`src/rtl/fft_stage_sequencer.sv`:
```
// rtl/fft_stage_sequencer.sv - stage-by-stage sequencer for a radix-2 FFT pass
//
// Launches the stage datapath once per stage, waits for its completion strobe,
// inserts a settle gap, tracks the ping-pong bank and guards each stage with a
// watchdog.
//
// Ports:
//   clk          system clock, rising edge
//   rst_n        asynchronous active-low reset
//   i_go         start a new pass (honoured in IDLE and ERROR only)
//   i_abort      synchronous abort, highest priority in every state
//   i_stage_done datapath stage-complete strobe (honoured in WAIT only)
//   o_start      one-cycle launch pulse to the datapath
//   o_stage      current stage index
//   o_bank       ping-pong bank select (read = o_bank, write = ~o_bank)
//   o_busy       high in LAUNCH, WAIT, GAP, FINISH
//   o_done       one-cycle pass-complete pulse
//   o_err        sticky stage-timeout flag

module fft_stage_sequencer #(
  parameter int NUM_STAGES = 5,
  parameter int STAGE_W    = 3,
  parameter int GAP_CYCLES = 2,
  parameter int TIMEOUT    = 64
) (
  input  logic               clk,
  input  logic               rst_n,
  input  logic               i_go,
  input  logic               i_abort,
  input  logic               i_stage_done,
  output logic               o_start,
  output logic [STAGE_W-1:0] o_stage,
  output logic               o_bank,
  output logic               o_busy,
  output logic               o_done,
  output logic               o_err
);

  localparam int WD_W = $clog2(TIMEOUT);
  localparam logic [STAGE_W-1:0] LAST_STAGE = STAGE_W'(NUM_STAGES - 1);
  localparam logic [WD_W-1:0]    WD_MAX     = WD_W'(TIMEOUT - 1);
  localparam logic [3:0]         GAP_LAST   = 4'(GAP_CYCLES - 1);

  typedef enum logic [2:0] {
    S_IDLE,
    S_LAUNCH,
    S_WAIT,
    S_GAP,
    S_FINISH,
    S_ERROR
  } state_t;

  state_t          state;
  state_t          state_next;
  logic [WD_W-1:0] wd_cnt;
  logic [3:0]      gap_cnt;

  always_ff @(posedge clk or negedge rst_n) begin
    if (!rst_n) begin
      state <= S_IDLE;
    end else begin
      state <= state_next;
    end
  end

  always_comb begin
    state_next = state;
    case (state)
      S_IDLE:   if (i_go) state_next = S_LAUNCH;
      S_LAUNCH: state_next = S_WAIT;
      S_WAIT: begin
        // A completion on the expiry cycle still counts as a completion.
        if (i_stage_done) begin
          state_next = (o_stage == LAST_STAGE) ? S_FINISH : S_GAP;
        end else if (wd_cnt == WD_MAX) begin
          state_next = S_ERROR;
        end
      end
      S_GAP:    if (gap_cnt == GAP_LAST) state_next = S_LAUNCH;
      S_FINISH: state_next = S_IDLE;
      S_ERROR:  if (i_go) state_next = S_LAUNCH;
      default:  state_next = S_IDLE;
    endcase
    if (i_abort) state_next = S_IDLE;
  end

  // Outputs are registered from the next state so they line up with the
  // state they describe.
  always_ff @(posedge clk or negedge rst_n) begin
    if (!rst_n) begin
      o_start <= 1'b0;
      o_busy  <= 1'b0;
      o_done  <= 1'b0;
      o_err   <= 1'b0;
      o_stage <= '0;
      o_bank  <= 1'b0;
      wd_cnt  <= '0;
      gap_cnt <= '0;
    end else begin
      o_start <= (state_next == S_LAUNCH);
      o_busy  <= (state_next == S_LAUNCH) || (state_next == S_WAIT) ||
                 (state_next == S_GAP)    || (state_next == S_FINISH);
      o_done  <= (state_next == S_FINISH);
      o_err   <= (state_next == S_ERROR);

      if (state == S_LAUNCH) begin
        wd_cnt <= '0;
      end else if (state == S_WAIT && wd_cnt != WD_MAX) begin
        wd_cnt <= wd_cnt + WD_W'(1);
      end

      gap_cnt <= (state == S_GAP) ? gap_cnt + 4'd1 : 4'd0;

      // Stage and bank advance on the last gap cycle so the new values are
      // already present in the following LAUNCH cycle.
      if (i_abort || ((state == S_IDLE || state == S_ERROR) && i_go)) begin
        o_stage <= '0;
        o_bank  <= 1'b0;
      end else if (state == S_GAP && gap_cnt == GAP_LAST && o_stage != LAST_STAGE) begin
        o_stage <= o_stage + STAGE_W'(1);
        o_bank  <= ~o_bank;
      end
    end
  end

endmodule
```
`config.mk`:
```
export PLATFORM = sky130hd
export DESIGN_NAME = fft_stage_sequencer
export DESIGN_NICKNAME = d
export VERILOG_FILES = /design/src/rtl/fft_stage_sequencer.sv
export SDC_FILE = /design/constraint.sdc
export NUM_CORES = 1
export LEC_CHECK = 0
export CAP_MARGIN = 20
export CORE_ASPECT_RATIO = 0.8
export CORE_MARGIN = 5
export CORE_UTILIZATION = 54
export DETAILED_ROUTE_END_ITERATION = 7
export GPL_TIMING_DRIVEN = 0
export PLACE_DENSITY = 0.77
export SLEW_MARGIN = 20
export SYNTH_ARGS = -nofsm -noshare
export SYNTH_HDL_FRONTEND = slang
export SYNTH_SLANG_ARGS = --single-unit
```
`constraint.sdc`:
```
create_clock -name clk -period 1.8 [get_ports clk]
set_input_delay 0.36 -clock clk [delete_from_list [all_inputs] [get_ports clk]]
set_output_delay 0.36 -clock clk [all_outputs]
set_load 0.02 [all_outputs]
```
# Word level (Yosys, flattened, before mapping)
# Cells that the tools add are included.
# classes
n_addsub,3
n_eq_ne,14
n_mux,14
bitwise_logic,1
n_reduce_logical,13
# ops
op,n
3-bit 2-to-1 mux,8
"3-bit by 2-bit == test with 1-bit output, second input constant",4
"3-bit == test, second input constant",4
6-bit 2-to-1 mux,2
3-bit one-hot mux with 4 select lines,1
"6-bit by 1-bit adder with 6-bit output, second input constant",1
"3-bit by 1-bit == test with 1-bit output, second input constant",2
"6-bit == test, second input constant",1
"6-bit inequality test, second input constant",1
1-bit logical OR,5
"4-bit by 1-bit adder with 4-bit output, second input constant",1
"4-bit by 1-bit == test with 1-bit output, second input constant",1
1-bit logical AND,4
4-bit 2-to-1 mux,1
2-bit nonzero test,2
"3-bit by 1-bit adder with 3-bit output, second input constant",1
3-bit zero test,1
"3-bit inequality test, second input constant",1
1-bit 2-to-1 mux,2
2-bit OR reduction,1
1-bit inverter,1
# word_totals
register_bits,21
out_inout_bits,8
word_cells,54

# Longest topological paths before layout
# logic_depth
word_depth,9
depth_mapped,7
ltp_nobuf,7

# Least setup slack after synthesis
# Ideal clock, no wire load.
# synth_path
kind,reg-to-reg
start,register wd_cnt[0]
end,register wd_cnt[5]
setup_time_ns,0.131
arrival_time_ns,1.534
slack_ns,0.135
stages_incl_launch_ff,7
period_less_slack_ns,1.665
cell_sequence,dfrtp_1 ha_1 and3_4 a311oi_4 nand4_1 xor2_1 nor2_1
# synth_between
elab_chain_len,3
# synth_rtl
element,line_no,rtl
from (decl),55,logic [WD_W-1:0] wd_cnt;
from (signal assigned),109,wd_cnt <= wd_cnt + WD_W'(1);
6-bit by 1-bit adder with 6-bit output or 6-bit inequality test (tied branches),"109, 108",
6-bit 2-to-1 mux or 1-bit logical AND (tied branches),108,end else if (state == S_WAIT && wd_cnt != WD_MAX) begin
6-bit 2-to-1 mux or 2-bit nonzero test (tied branches),-,
# Several ways; a longest one is shown, not always the timed one. The select of a mux whose other input is x is not followed.
# A chain may end at the register's enable or synchronous reset.

# Worst setup path in the final report
# layout_path
start,register wd_cnt[0]
end,register wd_cnt[1]
# The elaborated chain is that of the path after synthesis.

==> flow_summary.json <==
{
  "fill_cells": 149,
  "p_sw_uw": 269,
  "grt_usage_pct": 16.6,
  "antenna_found_initial": 0,
  "max_freq_mhz": 568,
  "busiest_layer": "met2",
  "hpwl_um": 1660,
  "synth.area.mux_share_pct": 1.76,
  "synth_top_family_by_area": "simple AND/OR/NAND/NOR gates",
  "firstDrtPassIters": 4,
  "std_cell_rows": 14,
  "die-area_um2": 3130,
  "ant_nets": 0,
  "maxCapViolations": 0,
  "p_comb_share_pct": 19.6,
  "async_flop_share_pct": 100,
  "wl_per_cell_um": 14.7,
  "worst_slack_ns": 0.0379,
  "maxSlewViolCount": 0,
  "drtIter0Drc": 23,
  "period_share_pct": 97.9,
  "drive_gt1_share_pct": 15.7,
  "vias": 839,
  "tritoncts": "yes",
  "totalPowerFinal_uw": 943,
  "worstMarginPinSlew_ns": 0.903,
  "relSlewSlack_pct": 39.6,
  "p_leak_uw": 0.000620,
  "status": "completed",
  "clk_latency_ns": 0.31,
  "hold_viol_final": 0,
  "core_area_um2": 1940,
  "grt_max_degree": 22,
  "root_buffer": "clkbuf_4",
  "avgViaCountPerCell": 5.56,
  "synth-simple-area-share_pct": 24.9,
  "regArea_um2": 526,
  "synth_seq_cells": 21,
  "port_buffers": 12,
  "critPathMaxFanout": 6,
  "gp_congestion": 0.820,
  "grt_pass1_vias": 848,
  "cts_hold_buffers": 0,
  "diodes": 0,
  "syn_area_um2": 1140,
  "r2r_cells": 6,
  "clkPwrFrac_pct": 24.1,
  "powerDensity_nw_per_um2": 704,
  "die_h_um": 51.1,
  "fin_util_pct": 68.9,
  "clkTransAtPathRegs_ns": 0.11,
  "fin_skew_ns": 0.0106,
  "yosysUniqueCellTypes": 36,
  "syn2layout_area_growth_pct": 17.7,
  "vdd.ir_drop.worst_v": 0.000692,
  "num_io_pins": 13,
  "seqPwrFrac_pct": 56.3,
  "grt_pass1_wl_um": 3810,
  "synth_area_per_cell_um2": 10.4,
  "syn_inst": 110,
  "syn-num-nets": 120,
  "use_met1_pct": 21.3,
  "worstHoldPathType": "flip-flop to flip-flop",
  "yosys_warnings": 0,
  "worstPathArrival_ns": 1.95,
  "multi_input_area_um2": 569,
  "start_kind": "flip-flop",
  "synth_compound_area_share_pct": 7.80,
  "clkSinkCount": 21,
  "ys.flop_type": "dfrtp_1",
  "required_ns": 1.99,
  "gr-total-overflow": 0,
  "rsz0062_at_grt": "yes",
  "holdPathStages": 1,
  "synth-edff-count": 0,
  "numCtsBuffers": 3,
  "setup.worst_path.end_class": "flip-flop",
  "yosysSeqAreaShare_pct": 46.2,
  "nNetsFinal": 138,
  "drc": 0,
  "synth_xor_area_share_pct": 8.46,
  "p_int_uw": 674,
  "clock_path_buffers": 2,
  "wl_um": 2210,
  "synth_fa_ha_area_share_pct": 5.49,
  "period_minus_slack_ns": 1.76,
  "finalSetupViolations": 0,
  "h-tree-depth": 1,
  "initial_utilization_pct": 58.6,
  "swShare_pct": 28.5,
  "chipWidth_um": 61.3,
  "crit_type": "flip-flop to flip-flop",
  "use_met2_pct": 27.1,
  "post-place-ws_ns": -0.245,
  "met3_usage_pct": 4.53
}
cell usage after synthesis, drive strengths merged (2+ instances only):
cell    number  area, um^2
o22ai        2        12.5
nor4         2        18.8
inv         10        37.5
dfrtp       21         526
xnor2        4        35.0
nand4b       2        32.5
buf          3        23.8
a311oi       2        35.0
nor3         2        10.0
xor2         7        61.3
nor2b        2        12.5
nand2b       2        20.0
and3         2        17.5
mux2i        2        20.0
nand2        7        26.3
ha           5        62.6
nand3        4        25.0
nor2        22        85.1
kinds of logic (layout without fill, tap and decap cells):
group | Yosys count | count (layout)
simple gates | 49 | 49
flops | 21 | 21
xor+xnor | 11 | 11
fa+ha+maj | 5 | 5
buf+inv | 13 | 30
compound gates | 9 | 9
mux | 2 | 2
power by group through the flow:
stage | clock, uW | sequential (uW) | combinational (uW)
after floorplan | 0 | 540 | 108
after global placement | 0 | 537 | 161
after detailed placement | 0 | 539 | 168
after CTS | 235 | 530 | 171
after global routing | 262 | 535 | 206
final | 227 | 531 | 185
cell usage in the layout (no fill, tap or decap), types with 2 or more instances in the layout:
cell type,count
nor2_1,21
dfrtp_1,21
clkdlybuf4s50_1,11
inv_1,10
nand2_1,7
xor2_1,7
xnor2_1,4
nand3_1,3
ha_1,3
clkbuf_4,3
buf_4,2
nor2b_1,2
o22ai_1,2
nor3_1,2
mux2i_1,2
ha_2,2
registers in the layout, summed over array words and instances (netlist names):
signal / count
o_stage: 3
o_err: 1
gap_cnt: 4
o_bank: 1
state: 3
o_busy: 1
o_start: 1
wd_cnt: 6
o_done: 1
area by class of cell:
cell class	instances	area share [%]
Buffer	3	1.77
Tap cell	24	2.24
Sequential cell	21	39.2
Clock inverter	1	0.373
Clock buffer	3	1.68
Inverter	10	2.80
Timing Repair Buffer	13	9.43
Multi-Input combinational cell	76	42.5
per-stage QoR:
step | area (um^2) | instances | TNS, ns | hold WS [ns]
2_1_floorplan | 1140 | 110 | 0 | 0.0644
3_3_place_gp | 1290 | 146 | -0.328 | 0.481
3_5_place_dp | 1290 | 146 | -0.586 | 0.500
4_1_cts | 1320 | 150 | 0 | 0.515
5_1_grt | 1340 | 151 | -0.00935 | 0.556
6_report | 1340 | 151 | 0 | 0.505
final timing paths:
| kind | slack, ns | end | start |
|---|---|---|---|
| max | 0.04 | wd_cnt[1] | wd_cnt[0] |
| min | 0.50 | gap_cnt[0] | gap_cnt[0] |
| min in group asynchronous | 0.54 | o_stage[0] | rst_n |
| max in group asynchronous | 0.70 | wd_cnt[5] | rst_n |
| min reg2reg | 0.50 | gap_cnt[0] | gap_cnt[0] |
| max reg2reg | 0.04 | wd_cnt[1] | wd_cnt[0] |
critical path, cell delays in order, from the launching register on:
cell and delay (ns):
dfrtp_1 0.42, ha_2 0.20, and3_4 0.19, a311oi_4 0.40, buf_4 0.20, mux2i_1 0.18, nor2_1 0.05
layer usage:
layer  vias to the layer above  share of wire (%)  wire length, um
met1                       420                 45              995
met3                         5                5.1              114
met2                        16                 48             1060
met4                         0                1.9               42
li1                        398                  -                -
met5                         -                  0                0
what timing repair did:
item | CTS | global route
pin swaps | 1 | 2
gates resized for setup | 2 | 4
setup buffers | 0 | 1
endpoints found under the setup margin | 3 | 7
No activity file was read; power rests on OpenSTA's default activity.
